==> config.mk <==
export PLATFORM = sky130hd
export DESIGN_NAME = descriptor_fetcher
export DESIGN_NICKNAME = d
export VERILOG_FILES = /design/src/rtl/descriptor_fetcher.sv
export SDC_FILE = /design/constraint.sdc
export NUM_CORES = 1
export LEC_CHECK = 0
export BUFFER_PORTS_ARGS = -buffer_cell sky130_fd_sc_hd__buf_2
export CORE_ASPECT_RATIO = 1.5
export CORE_UTILIZATION = 45
export DETAILED_ROUTE_END_ITERATION = 6
export PLACE_DENSITY = 0.85
export RECOVER_POWER = 100
export REMOVE_ABC_BUFFERS = 1
export SYNTH_ARGS = -nofsm -noshare
export SYNTH_HDL_FRONTEND = slang
export SYNTH_SLANG_ARGS = --single-unit
==> constraint.sdc <==
create_clock -name clk -period 4 [get_ports clk]
set_input_delay 0.6 -clock clk [delete_from_list [all_inputs] [get_ports clk]]
set_output_delay 0.6 -clock clk [all_outputs]
set_load 0.1 [all_outputs]
==> src/rtl/descriptor_fetcher.sv <==
// descriptor_fetcher: Avalon-MM master walking linked 4-word DMA descriptors.
// Optional write-back of status/len is enabled by defining DESC_FETCH_WRITEBACK_EN.
module descriptor_fetcher #(
    parameter int ADDR_WIDTH = 9,
    parameter int MAX_CHAIN  = 128
) (
    input  logic                  clk,
    input  logic                  reset,
    input  logic                  start,
    input  logic [ADDR_WIDTH-1:0] head_ptr,
    input  logic                  abort,
    output logic [ADDR_WIDTH-1:0] mem_address,
    output logic                  mem_chipselect,
    output logic                  mem_write,
    output logic [3:0]            mem_byteenable,
    output logic [31:0]           mem_writedata,
    output logic                  mem_clken,
    input  logic [31:0]           mem_readdata,
    output logic                  desc_valid,
    input  logic                  desc_ready,
    output logic [31:0]           desc_src,
    output logic [31:0]           desc_dst,
    output logic [15:0]           desc_len,
    output logic [6:0]            desc_ctrl,
    input  logic                  cmpl_valid,
    input  logic [7:0]            cmpl_status,
    input  logic [15:0]           cmpl_len,
    output logic                  busy,
    output logic                  done,
    output logic                  err
);

    typedef enum logic [2:0] {
        S_IDLE,
        S_RD,
        S_CHECK,
        S_PRESENT,
        S_WAIT,
        S_WB,
        S_NEXT
    } state_t;

    localparam logic [16:0] CHAIN_MAX = 17'(MAX_CHAIN);
    localparam logic [ADDR_WIDTH-1:0] ALIGN_MASK = ~(ADDR_WIDTH'(3));

    state_t                  state;
    state_t                  state_n;
    logic [ADDR_WIDTH-1:0]   base;
    logic [2:0]              rd_cnt;
    logic [16:0]             chain_cnt;
    logic [31:0]             w0;
    logic [31:0]             w1;
    logic [31:0]             w2;
    logic [ADDR_WIDTH-1:0]   w3;
    logic                    done_q;
    logic                    err_q;
    logic                    done_n;
    logic                    err_n;
    logic                    load_head;
    logic                    load_next;
    logic                    chain_inc;
    logic                    unused_bits;

`ifdef DESC_FETCH_WRITEBACK_EN
    logic [7:0]              st_q;
    logic [15:0]             ln_q;
`endif

    // State register
    always_ff @(posedge clk or posedge reset) begin
        if (reset) begin
            state <= S_IDLE;
        end else begin
            state <= state_n;
        end
    end

    // Next-state decode and control strobes
    always_comb begin
        state_n   = state;
        done_n    = 1'b0;
        err_n     = 1'b0;
        load_head = 1'b0;
        load_next = 1'b0;
        chain_inc = 1'b0;
        unique case (state)
            S_IDLE: begin
                // busy is still high while done/err pulses, so start waits
                if (start && !done_q && !err_q) begin
                    load_head = 1'b1;
                    state_n   = S_RD;
                end
            end
            S_RD: begin
                if (abort) begin
                    done_n  = 1'b1;
                    state_n = S_IDLE;
                end else if (rd_cnt == 3'd4) begin
                    state_n = S_CHECK;
                end
            end
            S_CHECK: begin
                if (abort || !w2[31]) begin
                    done_n  = 1'b1;
                    state_n = S_IDLE;
                end else if (chain_cnt == CHAIN_MAX) begin
                    err_n   = 1'b1;
                    state_n = S_IDLE;
                end else begin
                    chain_inc = 1'b1;
                    state_n   = S_PRESENT;
                end
            end
            S_PRESENT: begin
                if (abort) begin
                    done_n  = 1'b1;
                    state_n = S_IDLE;
                end else if (desc_ready) begin
                    state_n = S_WAIT;
                end
            end
            S_WAIT: begin
                if (abort) begin
                    done_n  = 1'b1;
                    state_n = S_IDLE;
                end else if (cmpl_valid) begin
`ifdef DESC_FETCH_WRITEBACK_EN
                    state_n = S_WB;
`else
                    state_n = S_NEXT;
`endif
                end
            end
            S_WB: begin
                // the write itself happens this cycle regardless of abort
                if (abort) begin
                    done_n  = 1'b1;
                    state_n = S_IDLE;
                end else begin
                    state_n = S_NEXT;
                end
            end
            S_NEXT: begin
                if (abort) begin
                    done_n  = 1'b1;
                    state_n = S_IDLE;
                end else begin
                    load_next = 1'b1;
                    state_n   = S_RD;
                end
            end
            default: begin
                state_n = S_IDLE;
            end
        endcase
    end

    // Memory bus drive: reads in RD address cycles, one write in WB
    always_comb begin
        mem_address    = '0;
        mem_chipselect = 1'b0;
        mem_write      = 1'b0;
        mem_writedata  = '0;
        if (state == S_RD && rd_cnt != 3'd4) begin
            mem_chipselect = 1'b1;
            mem_address    = base + ADDR_WIDTH'(rd_cnt);
        end
`ifdef DESC_FETCH_WRITEBACK_EN
        if (state == S_WB) begin
            mem_chipselect = 1'b1;
            mem_write      = 1'b1;
            mem_address    = base + ADDR_WIDTH'(2);
            mem_writedata  = {1'b0, w2[30:24], st_q, ln_q};
        end
`endif
    end

    // Descriptor pointer, read sequencing, word capture and chain count
    always_ff @(posedge clk or posedge reset) begin
        if (reset) begin
            base      <= '0;
            rd_cnt    <= '0;
            chain_cnt <= '0;
            w0        <= '0;
            w1        <= '0;
            w2        <= '0;
            w3        <= '0;
        end else begin
            if (load_head) begin
                base      <= head_ptr & ALIGN_MASK;
                chain_cnt <= '0;
            end
            if (load_next) begin
                base <= w3 & ALIGN_MASK;
            end
            if (chain_inc) begin
                chain_cnt <= chain_cnt + 17'd1;
            end
            if (state == S_RD) begin
                rd_cnt <= rd_cnt + 3'd1;
                // data for address k arrives while rd_cnt == k+1
                case (rd_cnt)
                    3'd1:    w0 <= mem_readdata;
                    3'd2:    w1 <= mem_readdata;
                    3'd3:    w2 <= mem_readdata;
                    3'd4:    w3 <= mem_readdata[ADDR_WIDTH-1:0];
                    default: ;
                endcase
            end else begin
                rd_cnt <= '0;
            end
        end
    end

`ifdef DESC_FETCH_WRITEBACK_EN
    // Completion capture for the write-back word
    always_ff @(posedge clk or posedge reset) begin
        if (reset) begin
            st_q <= '0;
            ln_q <= '0;
        end else if (state == S_WAIT && cmpl_valid && !abort) begin
            st_q <= cmpl_status;
            ln_q <= cmpl_len;
        end
    end
`endif

    // Registered end-of-chain pulses
    always_ff @(posedge clk or posedge reset) begin
        if (reset) begin
            done_q <= 1'b0;
            err_q  <= 1'b0;
        end else begin
            done_q <= done_n;
            err_q  <= err_n;
        end
    end

`ifdef DESC_FETCH_WRITEBACK_EN
    assign unused_bits = ^{w2[23:16], mem_readdata[31:ADDR_WIDTH]};
`else
    assign unused_bits = ^{w2[23:16], mem_readdata[31:ADDR_WIDTH],
                           cmpl_status, cmpl_len};
`endif

    assign desc_valid     = (state == S_PRESENT) && !abort;
    assign desc_src       = w0;
    assign desc_dst       = w1;
    assign desc_len       = w2[15:0];
    assign desc_ctrl      = w2[30:24];
    assign busy           = (state != S_IDLE) || done_q || err_q;
    assign done           = done_q;
    assign err            = err_q;
    assign mem_byteenable = 4'hF;
    assign mem_clken      = 1'b1;

endmodule

# After elaboration in Yosys (flattened, before gate mapping)
# Cells that the tools add are included.
# Widths: inputs -> output; s select.
# word_totals
regBits	139
elab_cells	82
# op_classes
eq_ne	16
n_addsub	3
mux	32
reduce_logical	21
# ops
operator	count
$mux 17	2
$mux 3	9
$mux 9	3
$pmux 3 s7	1
$add 17x1->17 const B	1
$eq 17x8->1 const B	1
$mux 1	14
$eq 3x2->1 const B	4
$eq 3x3->1 const B	4
$ne 3x3->1 const B	4
$add 9x3->9	1
$reduce_and 2->1	4
$eq 3x1->1 const B	2
$reduce_or 5->1	1
$logic_and 1x1->1	4
$logic_not 1->1	4
$mux 2	2
$reduce_and 4->1	1
$reduce_bool 2->1	2
$add 3x1->3 const B	1
$logic_not 3->1	1
$logic_or 1x1->1	3
$reduce_bool 3->1	1
$ne 2x2->1 const B	1
$pmux 1 s2	1

# Longest topological paths before layout
# logic_depth
ltp_word	7
ltp_mapped	7

# Least setup slack after synthesis
# No wires, ideal clock.
# synth_path
path_type	input-to-output
startpoint	in abort
endpoint	out desc_valid
setup_slack_ns	0.511
path_stages	2
arrival_ns	2.889
t_required_ns	3.400
path_buffers	1
cell_sequence	buf_2 > nor3_1
# synth_via
elab_chain_len	2
# synth_rtl
element	line	text
from (decl)	11	input logic abort,
$logic_not 1->1	246	assign desc_valid = (state == S_PRESENT) && !abort;
$logic_and 1x1->1	246	
to (decl)	19	output logic desc_valid,
# No other way between the ends.

# Final worst setup path
# layout_path
startpoint	reg state[2]
endpoint	out mem_address[3]
# layout_via
elab_chain_len	3
# layout_rtl
element	line	text
from (decl)	46	state_t state;
from (signal assigned)	74	state <= state_n;
$eq 3x1->1	164	if (state == S_RD && rd_cnt != 3'd4) begin
$logic_and 1x1->1	164	
$mux 9	164	
to (decl)	12	output logic [ADDR_WIDTH-1:0] mem_address,
# No other way between the ends.

==> reports/metrics.cfg <==
[critical_path]
crit_fanout=15
arrival_ns=2.66
cp.depth=6
critical-path-top-delay-family=buffers and inverters
crit_chain=nor2_1, and2_1, nand2_1, inv_1, and2_1, clkbuf_1
path_class=reg2out
endpoint_kind=output port
worstSetupStartpointType=register
cpMostUsedCell=and2_1
crit_required_ns=3.40
path_buf_inv=2
r2r_cells=5
slowest_delay_ns=0.86
cpMaxStageDelayCell=clkbuf_1

[routing]
drtIter0Drc=213
drt-total-wl_um=12400
vias=4075
ant_nets=0
avgViaCountPerCell=5.23
dr.pass1.iters=4
drcViolationCount=0
wl_per_cell_um=15.9

[synth]
ys_seq_area_share_pct=53.5
ys_types=47
syn-cell-area_sq_mm=0.00594
synth_seq_cells=127
netlist_instances=482
synth_warnings=0
synth_area_per_cell_sq_um=12.3

[floorplan]
die_w_um=95.8
core_area_sq_mm=0.0130
initial_core_util_pct=45.9
die_area_sq_mm=0.0137
ios=210
fp.dieH_um=143
rows=51

[global_route]
met3_usage_pct=5.38
busiest_layer=met2
antenna_found_initial=0
grt_pass1_vias=4149
grtUsageMet1_pct=22.4
grt_pass1_wl_um=20400
grtUsageTotal_pct=19.6
grt_max_degree=77
grt-ovfl-total=0
grt_use_met2_pct=34.2

[outcome]
failed_checks=capacitance limit, slew limit
status=finished, violations left

[clocking]
clk_path_buf_depth=2
cts_sinks=127
cts_tree=built
cts_hold_repair.buffers=0
clk_pin_slew_ns=0.06
cts-root-buf=clkbuf_16
post_cts_resized=0
htree_levels=4
worstSkewPairLatency_ns=0.41
cts_buffers=17
post_cts_buffers=0

[placed_design]
io_buffers=145
hpwlAfterDp_um=8770
place.gp.congestion=0.830
dp_cells=748

[layout]
stdcell_count=779
syn2layout_area_growth_pct=17.4
final_cell_mix=dfrtp_1, clkbuf_1, mux2_2
antenna_cells=0
finalNetCount=688
finalCoreUtilization_pct=53.8
drive_above_1_share_pct=27.9
layout_commonest_cell=dfrtp_1

[sta]
hold_slack_ns=0.437
worstMarginPinSlew_ns=2.85
min_period_over_period_pct=81.6
tns_ns=0
max_freq_mhz=306
maxSlewHeadroom_pct=-90.5
hold_viol=0
rsz0062_at_grt=false
finalClockSkew_ns=0.00795
setup_viol=0
slew_violations=168
period_minus_slack_ns=3.26

[min_path]
whs_path_depth=2
hold_path_class=in2reg

[run]
drv_cap=4

==> routing by layer <==
| metal | wire, um | up-vias | part of all wire (%) |
|---|---|---|---|
| li1 | - | 1861 | - |
| met1 | 4770 | 2028 | 38 |
| met2 | 6760 | 164 | 55 |
| met3 | 658 | 22 | 5.3 |
| met4 | 196 | 0 | 1.6 |
| met5 | 0 | - | 0 |
==> stage by stage <==
step / setup slack (ns) / instance area (sq um)
floorplan: 0.0157 / 5530
global placement: 1.46 / 6500
detailed placement: 1.40 / 6500
CTS: 1.12 / 7130
global route: 0.525 / 6980
finish: 0.736 / 6980
==> synth_stat cells (all sizes together) <==
cell type	n	area, sq um
mux2i	13	130
o31ai	4	30.0
nor2b	2	12.5
xnor2	1	8.76
a21oi	5	25.0
nand2	28	105
o311ai	3	26.3
or3b	1	8.76
o21bai	1	7.51
mux2	95	1070
clkbuf	8	30.0
nand3b	1	7.51
nor4	4	25.0
or4	3	26.3
or2	1	6.26
o211ai	4	30.0
inv	9	33.8
and4	2	17.5
nor4b	3	41.3
nor2	18	70.1
nor3b	2	15.0
xor2	4	35.0
o221ai	1	8.76
nor3	6	30.0
ha	9	113
nand4	7	43.8
o21ai	14	70.1
o22a	1	8.76
nand2b	2	12.5
a21boi	1	7.51
and3	5	31.3
or3	2	12.5
conb	2	7.51
o31a	1	10.0
a211oi	1	7.51
buf	72	516
o41ai	3	26.3
a31o	1	8.76
and2	6	37.5
dfrtp	127	3180
nand3	9	50.1
==> state kept, by name, indices dropped and copies added (netlist names) <==
register / flops
desc_dst: 32
desc_src: 32
chain_cnt: 17
base: 7
err: 1
w2: 24
state: 3
w3: 7
rd_cnt: 3
done: 1
==> cells by family after synthesis <==
kind of cell	Yosys count	share of synthesized area, %
and+or+nand+nor	102	9.31
other	2	0.126
adders and majority gates	9	1.90
AOI/OAI and AO/OA	40	4.49
buffers and inverters	89	9.75
muxes	108	20.2
DFF	127	53.5
xor gates and xnor gates	5	0.737
==> worst reg2reg max path: stages, from the launching register on <==
cell and delay (ns):
dfrtp_1 0.60, or3b_1 0.26, nor2_1 0.07, nand2_1 0.07
clkbuf_1 1.48, mux2_2 0.49
==> path summary, 6_finish.rpt <==
check | start | endpoint | slack [ns]
max in group asynchronous | reset | base[3] | 1.17
min reg2reg | w3[2] | base[2] | 0.48
max reg2reg | state[2] | desc_src[8] | 0.92
min | mem_readdata[22] | desc_dst[22] | 0.44
max | state[2] | mem_address[3] | 0.74
min in group asynchronous | reset | state[0] | 1.22
==> area by class of cell <==
type / instances / area, sq um
Sequential cell: 127 / 3180
Clock buffer: 22 / 474
Clock inverter: 9 / 156
Multi-Input combinational cell: 302 / 2300
Timing Repair Buffer: 151 / 633
Inverter: 9 / 33.8
Tap cell: 159 / 199
Fill cell: 1143 / 5980
Power is not shown: default switching activity piles up to over one toggle a cycle in this logic, so the estimate is an artifact.
